## src/rtl/fixed_mac_feeder_if.sv

```systemverilog
// rtl/fixed_mac_feeder_if.sv - A/B operand streams and result stream between the feeder and fixed_mac
interface fixed_mac_feeder_if #(
    parameter int WI1 = 4,
    parameter int WF1 = 8,
    parameter int WI2 = 3,
    parameter int WF2 = 5,
    parameter int WIO = 15,
    parameter int WFO = 30
);
    logic [WI1+WF1-1:0] A_data;
    logic               A_valid;
    logic               A_ready;
    logic               A_last;
    logic [WI2+WF2-1:0] B_data;
    logic               B_valid;
    logic               B_ready;
    logic               B_last;
    logic [WIO+WFO-1:0] res_data;
    logic               res_valid;
    logic               res_ready;
    logic               res_last;
    logic               mac_overflow;
    logic               mac_underflow;

    // Feeder side: sources both operand streams, sinks the result.
    modport master (
        output A_data, A_valid, A_last,
        output B_data, B_valid, B_last,
        output res_ready,
        input  A_ready, B_ready,
        input  res_data, res_valid, res_last, mac_overflow, mac_underflow
    );

    // MAC side: sinks both operand streams, sources the result.
    modport slave (
        input  A_data, A_valid, A_last,
        input  B_data, B_valid, B_last,
        input  res_ready,
        output A_ready, B_ready,
        output res_data, res_valid, res_last, mac_overflow, mac_underflow
    );
endinterface

```

## src/rtl/fixed_mac_feeder.sv

```systemverilog
// rtl/fixed_mac_feeder.sv - operand buffer, A/B stream source and result sink for fixed_mac (optional watchdog: FIXED_MAC_FEEDER_TIMEOUT_EN)
module fixed_mac_feeder #(
    parameter int WI1    = 4,
    parameter int WF1    = 8,
    parameter int WI2    = 3,
    parameter int WF2    = 5,
    parameter int WIO    = 15,
    parameter int WFO    = 30,
    parameter int DEPTH  = 16,
    parameter int AW     = $clog2(DEPTH),
    parameter int TO_CYC = 1024
) (
    input  logic                clk,
    input  logic                reset_n,
    input  logic                wr_en,
    input  logic [AW-1:0]       wr_addr,
    input  logic [WI1+WF1-1:0]  wr_a,
    input  logic [WI2+WF2-1:0]  wr_b,
    input  logic                start,
    input  logic [AW:0]         len,
    fixed_mac_feeder_if.master  mac,
    output logic [WIO+WFO-1:0]  result,
    output logic                ovf_flag,
    output logic                unf_flag,
    output logic                busy,
    output logic                done,
    output logic                error
);
    typedef enum logic [1:0] {S_IDLE, S_STREAM, S_WAIT_RES, S_DONE} state_t;

    state_t             state;
    logic [WI1+WF1-1:0] buf_a [DEPTH];
    logic [WI2+WF2-1:0] buf_b [DEPTH];
    logic [AW:0]        len_r;
    logic [AW:0]        a_idx;
    logic [AW:0]        b_idx;
    logic               a_valid_r;
    logic               b_valid_r;
    logic               a_last_r;
    logic               b_last_r;
    logic               res_ready_r;

    logic [AW:0]        a_nxt;
    logic [AW:0]        b_nxt;
    logic [AW:0]        len_m1;
    logic               len_ok;
    logic               a_hs;
    logic               b_hs;
    logic               r_hs;

    assign a_nxt  = a_idx + (AW+1)'(1);
    assign b_nxt  = b_idx + (AW+1)'(1);
    assign len_m1 = len_r - (AW+1)'(1);
    assign len_ok = (len != '0) && (len <= (AW+1)'(DEPTH));
    assign a_hs   = a_valid_r && mac.A_ready;
    assign b_hs   = b_valid_r && mac.B_ready;
    assign r_hs   = res_ready_r && mac.res_valid;

    // Data is read straight from the buffer at the registered index, so it
    // cannot change while a beat is stalled (the buffer is frozen outside IDLE).
    assign mac.A_data    = buf_a[a_idx[AW-1:0]];
    assign mac.B_data    = buf_b[b_idx[AW-1:0]];
    assign mac.A_valid   = a_valid_r;
    assign mac.B_valid   = b_valid_r;
    assign mac.A_last    = a_last_r;
    assign mac.B_last    = b_last_r;
    assign mac.res_ready = res_ready_r;

    // The first valid result beat is the answer; res_last carries no meaning here.
    logic unused_res_last;
    assign unused_res_last = mac.res_last;

    // Host writes into the operand buffer, accepted only while idle.
    always_ff @(posedge clk) begin
        if (wr_en && state == S_IDLE) begin
            buf_a[wr_addr] <= wr_a;
            buf_b[wr_addr] <= wr_b;
        end
    end

`ifdef FIXED_MAC_FEEDER_TIMEOUT_EN
    localparam int WDW = $clog2(TO_CYC + 1);
    logic [WDW-1:0] wd_cnt;
`else
    localparam int unused_to_cyc = TO_CYC;
`endif

    // Control FSM: start/len check, independent A/B stream indices, result capture.
    always_ff @(posedge clk or negedge reset_n) begin
        if (!reset_n) begin
            state       <= S_IDLE;
            len_r       <= '0;
            a_idx       <= '0;
            b_idx       <= '0;
            a_valid_r   <= 1'b0;
            b_valid_r   <= 1'b0;
            a_last_r    <= 1'b0;
            b_last_r    <= 1'b0;
            res_ready_r <= 1'b0;
            result      <= '0;
            ovf_flag    <= 1'b0;
            unf_flag    <= 1'b0;
            busy        <= 1'b0;
            done        <= 1'b0;
            error       <= 1'b0;
`ifdef FIXED_MAC_FEEDER_TIMEOUT_EN
            wd_cnt      <= '0;
`endif
        end else begin
            done  <= 1'b0;
            error <= 1'b0;
            case (state)
                S_IDLE: begin
                    if (start) begin
                        if (len_ok) begin
                            len_r     <= len;
                            a_idx     <= '0;
                            b_idx     <= '0;
                            a_valid_r <= 1'b1;
                            b_valid_r <= 1'b1;
                            a_last_r  <= (len == (AW+1)'(1));
                            b_last_r  <= (len == (AW+1)'(1));
                            busy      <= 1'b1;
                            state     <= S_STREAM;
                        end else begin
                            error <= 1'b1;
                        end
                    end
                end
                S_STREAM: begin
                    if (a_hs) begin
                        a_idx     <= a_nxt;
                        a_valid_r <= (a_nxt < len_r);
                        a_last_r  <= (a_nxt == len_m1);
                    end
                    if (b_hs) begin
                        b_idx     <= b_nxt;
                        b_valid_r <= (b_nxt < len_r);
                        b_last_r  <= (b_nxt == len_m1);
                    end
                    // Both valids already low means both channels have finished.
                    if (!a_valid_r && !b_valid_r) begin
                        res_ready_r <= 1'b1;
                        state       <= S_WAIT_RES;
                    end
                end
                S_WAIT_RES: begin
                    if (mac.res_valid) begin
                        result      <= mac.res_data;
                        ovf_flag    <= mac.mac_overflow;
                        unf_flag    <= mac.mac_underflow;
                        res_ready_r <= 1'b0;
                        done        <= 1'b1;
                        state       <= S_DONE;
                    end
                end
                default: begin
                    busy  <= 1'b0;
                    state <= S_IDLE;
                end
            endcase
`ifdef FIXED_MAC_FEEDER_TIMEOUT_EN
            // Watchdog: any handshake restarts the count; expiry aborts to IDLE
            // without touching the captured result.
            if (state == S_STREAM || state == S_WAIT_RES) begin
                if (a_hs || b_hs || r_hs) begin
                    wd_cnt <= '0;
                end else if (wd_cnt == WDW'(TO_CYC - 1)) begin
                    wd_cnt      <= '0;
                    error       <= 1'b1;
                    a_valid_r   <= 1'b0;
                    b_valid_r   <= 1'b0;
                    a_last_r    <= 1'b0;
                    b_last_r    <= 1'b0;
                    res_ready_r <= 1'b0;
                    busy        <= 1'b0;
                    state       <= S_IDLE;
                end else begin
                    wd_cnt <= wd_cnt + WDW'(1);
                end
            end else begin
                wd_cnt <= '0;
            end
`else
            if (r_hs && state != S_WAIT_RES) begin
                res_ready_r <= 1'b0;
            end
`endif
        end
    end
endmodule

```

## src/flat_wrapper.sv

```systemverilog
// flat-port wrapper written by rule: the top's interface ports become plain ports
module fixed_mac_feeder_flat 
#(
    parameter int WI1    = 4,
    parameter int WF1    = 8,
    parameter int WI2    = 3,
    parameter int WF2    = 5,
    parameter int WIO    = 15,
    parameter int WFO    = 30,
    parameter int DEPTH  = 16,
    parameter int AW     = $clog2(DEPTH),
    parameter int TO_CYC = 1024
)
  (clk, reset_n, wr_en, wr_addr, wr_a, wr_b, start, len, result, ovf_flag, unf_flag, busy, done, error, mac_A_data, mac_A_valid, mac_A_last, mac_B_data, mac_B_valid, mac_B_last, mac_res_ready, mac_A_ready, mac_B_ready, mac_res_data, mac_res_valid, mac_res_last, mac_mac_overflow, mac_mac_underflow);
  fixed_mac_feeder_if #(.WI1(WI1), .WF1(WF1), .WI2(WI2), .WF2(WF2), .WIO(WIO), .WFO(WFO)) mac_i ();
  input  logic clk;
  input  logic reset_n;
  input  logic wr_en;
  input  logic [AW-1:0] wr_addr;
  input  logic [WI1+WF1-1:0] wr_a;
  input  logic [WI2+WF2-1:0] wr_b;
  input  logic start;
  input  logic [AW:0] len;
  output logic [WIO+WFO-1:0] result;
  output logic ovf_flag;
  output logic unf_flag;
  output logic busy;
  output logic done;
  output logic error;
  output wire logic [$bits(mac_i.A_data)-1:0] mac_A_data;
  output wire logic [$bits(mac_i.A_valid)-1:0] mac_A_valid;
  output wire logic [$bits(mac_i.A_last)-1:0] mac_A_last;
  output wire logic [$bits(mac_i.B_data)-1:0] mac_B_data;
  output wire logic [$bits(mac_i.B_valid)-1:0] mac_B_valid;
  output wire logic [$bits(mac_i.B_last)-1:0] mac_B_last;
  output wire logic [$bits(mac_i.res_ready)-1:0] mac_res_ready;
  input wire logic [$bits(mac_i.A_ready)-1:0] mac_A_ready;
  input wire logic [$bits(mac_i.B_ready)-1:0] mac_B_ready;
  input wire logic [$bits(mac_i.res_data)-1:0] mac_res_data;
  input wire logic [$bits(mac_i.res_valid)-1:0] mac_res_valid;
  input wire logic [$bits(mac_i.res_last)-1:0] mac_res_last;
  input wire logic [$bits(mac_i.mac_overflow)-1:0] mac_mac_overflow;
  input wire logic [$bits(mac_i.mac_underflow)-1:0] mac_mac_underflow;
  assign mac_A_data = mac_i.A_data;
  assign mac_A_valid = mac_i.A_valid;
  assign mac_A_last = mac_i.A_last;
  assign mac_B_data = mac_i.B_data;
  assign mac_B_valid = mac_i.B_valid;
  assign mac_B_last = mac_i.B_last;
  assign mac_res_ready = mac_i.res_ready;
  assign mac_i.A_ready = mac_A_ready;
  assign mac_i.B_ready = mac_B_ready;
  assign mac_i.res_data = mac_res_data;
  assign mac_i.res_valid = mac_res_valid;
  assign mac_i.res_last = mac_res_last;
  assign mac_i.mac_overflow = mac_mac_overflow;
  assign mac_i.mac_underflow = mac_mac_underflow;
  fixed_mac_feeder #(.WI1(WI1), .WF1(WF1), .WI2(WI2), .WF2(WF2), .WIO(WIO), .WFO(WFO), .DEPTH(DEPTH), .AW(AW), .TO_CYC(TO_CYC)) u_core (.clk(clk), .reset_n(reset_n), .wr_en(wr_en), .wr_addr(wr_addr), .wr_a(wr_a), .wr_b(wr_b), .start(start), .len(len), .mac(mac_i), .result(result), .ovf_flag(ovf_flag), .unf_flag(unf_flag), .busy(busy), .done(done), .error(error));
endmodule
```

## config.mk

```make
export PLATFORM = sky130hd
export DESIGN_NAME = fixed_mac_feeder_flat
export DESIGN_NICKNAME = d
export VERILOG_FILES = /design/src/rtl/fixed_mac_feeder_if.sv /design/src/rtl/fixed_mac_feeder.sv /design/src/flat_wrapper.sv
export SDC_FILE = /design/constraint.sdc
export NUM_CORES = 1
export LEC_CHECK = 0
export CAP_MARGIN = 20
export CORE_ASPECT_RATIO = 0.5
export CORE_MARGIN = 1.5
export CORE_UTILIZATION = 40
export CTS_BUF_LIST = sky130_fd_sc_hd__clkbuf_4 sky130_fd_sc_hd__clkbuf_8 sky130_fd_sc_hd__clkbuf_16
export DETAILED_ROUTE_END_ITERATION = 12
export PLACE_DENSITY_LB_ADDON = 0.25
export RECOVER_POWER = 25
export SLEW_MARGIN = 20
export SYNTH_ARGS = -nofsm -noshare
export SYNTH_HDL_FRONTEND = slang
export SYNTH_SLANG_ARGS = --single-unit
```

## constraint.sdc

```tcl
create_clock -name clk -period 4.15 [get_ports clk]
set_input_delay 0.83 -clock clk [delete_from_list [all_inputs] [get_ports clk]]
set_output_delay 0.83 -clock clk [all_outputs]
set_load 0.01 [all_outputs]
```

# Yosys cells after proc, flatten, opt, wreduce, memory -nomap -nowiden
# Memories as Yosys holds them, arrays and structs flattened.
# Cells that the tools add are included.
[totals]
out_inout_bits = 75
regBits = 72
mem_count = 2
ramBits = 320
elab_cells = 94
[op_classes]
eq_ne = 14
mux = 35
n_addsub = 3
n_reduce_logical = 21
order_cmp = 3
n_bitwise = 1
[mem_list]
columns = ["name", "words", "word_bits", "rd", "rd_clocked_by_memory_dff", "write_ports", "line_no", "text"]
rows = [
  ["u_core.buf_a", 16, 12, 1, 0, 1, "fixed_mac_feeder.sv:32", "logic [WI1+WF1-1:0] buf_a [DEPTH];"],
  ["u_core.buf_b", 16, 8, 1, 0, 1, "fixed_mac_feeder.sv:33", "logic [WI2+WF2-1:0] buf_b [DEPTH];"],
]
[ops]
columns = ["operator", "n"]
rows = [
  ["$mux 5", 4],
  ["$pmux 5 s2", 2],
  ["$mux 1", 18],
  ["$pmux 1 s2", 6],
  ["$reduce_and 4->1", 3],
  ["$add 5x1->5 const B", 2],
  ["$eq 5x5->1", 2],
  ["$lt 5x5->1", 2],
  ["$reduce_and 3->1", 3],
  ["$mux 2", 4],
  ["$ne 2x1->1 const B", 4],
  ["$logic_and 1x1->1", 7],
  ["$ne 2x2->1 const B", 3],
  ["$pmux 2 s3", 1],
  ["$eq 5x1->1 const B", 1],
  ["$le 5x5->1 const B", 1],
  ["$reduce_bool 5->1", 1],
  ["$sub 5x1->5 const B", 1],
  ["$ne 3x1->1 const B", 1],
  ["$ne 3x2->1 const B", 1],
  ["$reduce_bool 3->1", 1],
  ["$eq 2x1->1 const B", 1],
  ["$eq 2x2->1 const B", 1],
  ["$logic_not 1->1", 2],
  ["5 further kinds", 5],
]

# Logic depth before layout (Yosys ltp)
[logic_depth]
ltp_word = 5
depth_mapped = 7
ltp_nobuf = 7

# Least setup slack after synthesis
# Ideal clock, no wire load.
[synth_path]
path_type = "input -> register"
from = "input port wr_addr[1]"
to = "memory u_core.buf_a[0][0] (netlist name) (enable)"
arrival_ns = 2.666
path_slack_ns = 1.062
stages = 2
setup_time_ns = 0.422
n_path_buf = 0
path_cell_list = "or3_1 > nor3_1"
[synth_lines]
columns = ["item", "line_no", "text"]
rows = [
  ["start, declared", "flat_wrapper.sv:19", "input logic [AW-1:0] wr_addr;"],
  ["end, declared", "fixed_mac_feeder.sv:32", ""],
]
# Straight into the memory's write port.

# Worst setup path in the final report
[layout_path]
from = "register u_core.a_idx[0]"
to = "output port mac_A_data[6]"
[layout_via]
elab_chain_cells = 1
[layout_lines]
columns = ["item", "line_no", "text"]
rows = [
  ["start, declared", "fixed_mac_feeder.sv:35", "logic [AW:0] a_idx;"],
  ["start signal, assigned", "fixed_mac_feeder.sv:132", "a_idx <= a_nxt;"],
  ["$mem_v2 16x12", "-", ""],
  ["end, declared", "flat_wrapper.sv:30", "output wire logic [$bits(mac_i.A_data)-1:0] mac_A_data;"],
]
# Every way passes these cells.

==> impl_results.md <==
- Ratio of cells with drive above 1 in the final layout: 0.215
- Worst Hold Class: reg2reg
- Placed cell count: 1534
- Design Power: 11.1 mW
- Die area: 0.0404 mm2
- Post-synth ARST share: 0.184
- Max_slew headroom: 0.0621
- Avg Vias per Cell: 5.29
- Synthesized area per cell: 18.3 um2
- Setup TNS: 0 ns
- Vias in the first global route: 8804
- Worst-Skew Late Latency: 0.54 ns
- Initial Util: 0.412
- Synth area leaders: edfxtp_1, dfrtp_1, mux4_2
- Residual DRC count: 0
- CTS Hold Bufs: 0
- Required @ worst endpoint: 3.32 ns
- Reg-to-reg critical path startpoint: u_core.state[1]
- Number of routed nets with antenna violations: 0
- Post-Synthesis Cells: 854
- CTS sink cnt: 392
- Crit path max fanout: 34
- Hold WS: 0.477 ns
- Worst path cell trace: buf_12, mux2i_1, a221oi_1, o21ai_0, nand2_1, clkdlybuf4s50_1
- Run status: complete, no violations
- Initial antenna violation count: 0
- CP arrival: 3.02 ns
- Fill count: 3093
- Cell Count, Final, Fillers Out: 1598
- Reg clk slew, reported paths: 0.06 ns
- Synth warn: 0
- Source of the critical timing path: u_core.a_idx[0]
- Clock skew: 0.0171 ns
- Buf/Inv on CP: 2
- First drt pass iteration count: 5
- Sequential fraction of the synthesis area: 0.729
- Die Y: 143 um
- Utilization after layout: 0.507
- Die Width: 283 um
- Startpoint types: flop
- Root Driver: clkbuf_16
- GRT overflow: 0
- 1st-iter DRT viols: 707
- Setup bufs post-CTS: 0
- Synth area leader: edfxtp_1
- RR Endpoint: u_core.buf_a[8][9]
- Largest stage delay on the critical path: 0.73 ns
- Total track usage: 0.176
- Critical path destination: mac_A_data[6]
- HPWL Detailed: 21800 um
- Max Cap Viol: 0
- CP Class: reg2out
- Post-synth top area share: 0.614
- Worst-Margin Slew: 1.41 ns
- RSZ-0062 raised after global routing: false
- Minimum clock period: 3.85 ns
- Site Rows: 50
- Gp weighted congestion: 0.806
- CTS max path bufs: 3
- Post-synth top flop: edfxtp_1
- Number of port buffers: 157
- Final period util: 0.927
- Top cells by instance count after synthesis: edfxtp_1, dfrtp_1, nand2_1
- H-tree depth: 2
- Final number of setup-violating endpoints: 0
- Final #Nets: 1152
- Hold depth: 1
- VDD IR-drop max: 0.275 mV
- Vias: 8446
- Final hold violation count: 0
- Final Max Slew Viols: 0
- Routed WL: 34700 um
- FF-to-FF path depth: 6
- Post-CTS sizing: 0
- TritonCTS clock tree: done
- ANT cells: 0
- Largest net degree at the start of global routing: 49
- First-pass GRT wire length: 52600 um
- Mapped Area: 0.0156 mm2
- Number of synthesized register bits: 392
- Leak: 6.67 nW
- Achievable Freq: 260 MHz
- Worst path slowest cell: dfrtp_4
- Most common cell in the netlist: edfxtp_1
- Core footprint: 0.0380 mm2
- Library cells used by synthesis: 40
- Io pins: 159
- Mapped Nets: 954
- CP delay by family, top: buffers and inverters
- R2r setup slk: 1.52 ns
- Layout area overhead: 23.0%
- CTS Buf Count: 36
- Crit. path cell count: 6
- Wirelength per Cell: 21.7 um
- Number of flops mapped to enable cells by yosys: 320
- Power Dens Cells: 579 mW/mm2
- CP Capture Type: output pin
==> stage by stage <==
step | area, um2 | setup slack (ns)
CTS | 19200 | 0.244
floorplan | 15600 | 1.06
global placement | 18100 | 0.876
detailed placement | 18100 | 0.841
global route | 19200 | 0.0773
finish | 19200 | 0.303
==> power by group <==
part / switching [mW] / leakage (nW) / internal (mW)
sequential: 0.266 / 3.75 / 4.62
clock: 1.41 / 0.562 / 1.76
combinational: 1.36 / 2.36 / 1.73
==> registers in the layout, summed over array words and instances, names as in the netlist <==
register / flops
u_core.a_idx: 5
u_core.mac.res_ready: 1
u_core.buf_b: 128
u_core.state: 2
u_core.len_r: 5
u_core.ovf_flag: 1
u_core.done: 1
u_core.mac.A_valid: 1
u_core.error: 1
u_core.buf_a: 192
u_core.b_idx: 5
u_core.mac.B_last: 1
u_core.result: 45
u_core.mac.A_last: 1
u_core.busy: 1
u_core.unf_flag: 1
u_core.mac.B_valid: 1
==> worst min path at each step <==
stage | slack (ns) | end | startpoint
floorplan | 0.49 | u_core.state[0] | u_core.state[0]
finish | 0.48 | u_core.mac.res_ready | u_core.mac.res_ready
detailed placement | 0.47 | u_core.mac.res_ready | u_core.mac.res_ready
CTS | 0.29 | u_core.len_r[0] | reset_n
global route | 0.51 | u_core.mac.res_ready | u_core.mac.res_ready
global placement | 0.48 | u_core.mac.res_ready | u_core.mac.res_ready
==> cells in the final DEF, fill, tap and decap left out, types with 21 or more instances in the layout <==
cell / n
dfrtp_1: 70
nand2_1: 62
buf_4: 33
clkbuf_16: 36
edfxtp_1: 320
mux2_2: 54
mux2i_1: 58
mux4_2: 56
clkdlybuf4s50_1: 143
inv_1: 21
a221oi_1: 24
==> cell type report <==
type                    count  area (um2)  area share
flip-flops and latches    392       11400       0.593
inverters                  24        90.1     0.00468
multi-input cells         400        4000       0.208
clock buffers              48         991      0.0515
clock inverters            16         125     0.00650
well taps                 520         651      0.0338
repair buffers            198        1970       0.103
==> kinds of logic (layout without fill, tap and decap cells) <==
| group | Yosys count | after routing | share of synthesized area |
|---|---|---|---|
| AO/OA/AOI/OAI | 82 | 82 | 0.0366 |
| XOR/XNOR | 18 | 18 | 0.0110 |
| adder cells (fa/ha/maj) | 16 | 16 | 0.0128 |
| buffers and inverters | 62 | 286 | 0.0190 |
| flip-flops | 392 | 392 | 0.729 |
| multiplexers | 170 | 170 | 0.158 |
| AND/OR/NAND/NOR | 114 | 114 | 0.0328 |
==> metal layers <==
metal	vias up	share of wire	track usage
met5	-	0	0
met3	58	0.045	0.0306
met2	203	0.50	0.303
li1	3756	-	-
met4	0	0.022	0.0495
met1	4429	0.43	0.231
No activity file was read; power rests on OpenSTA's default activity.
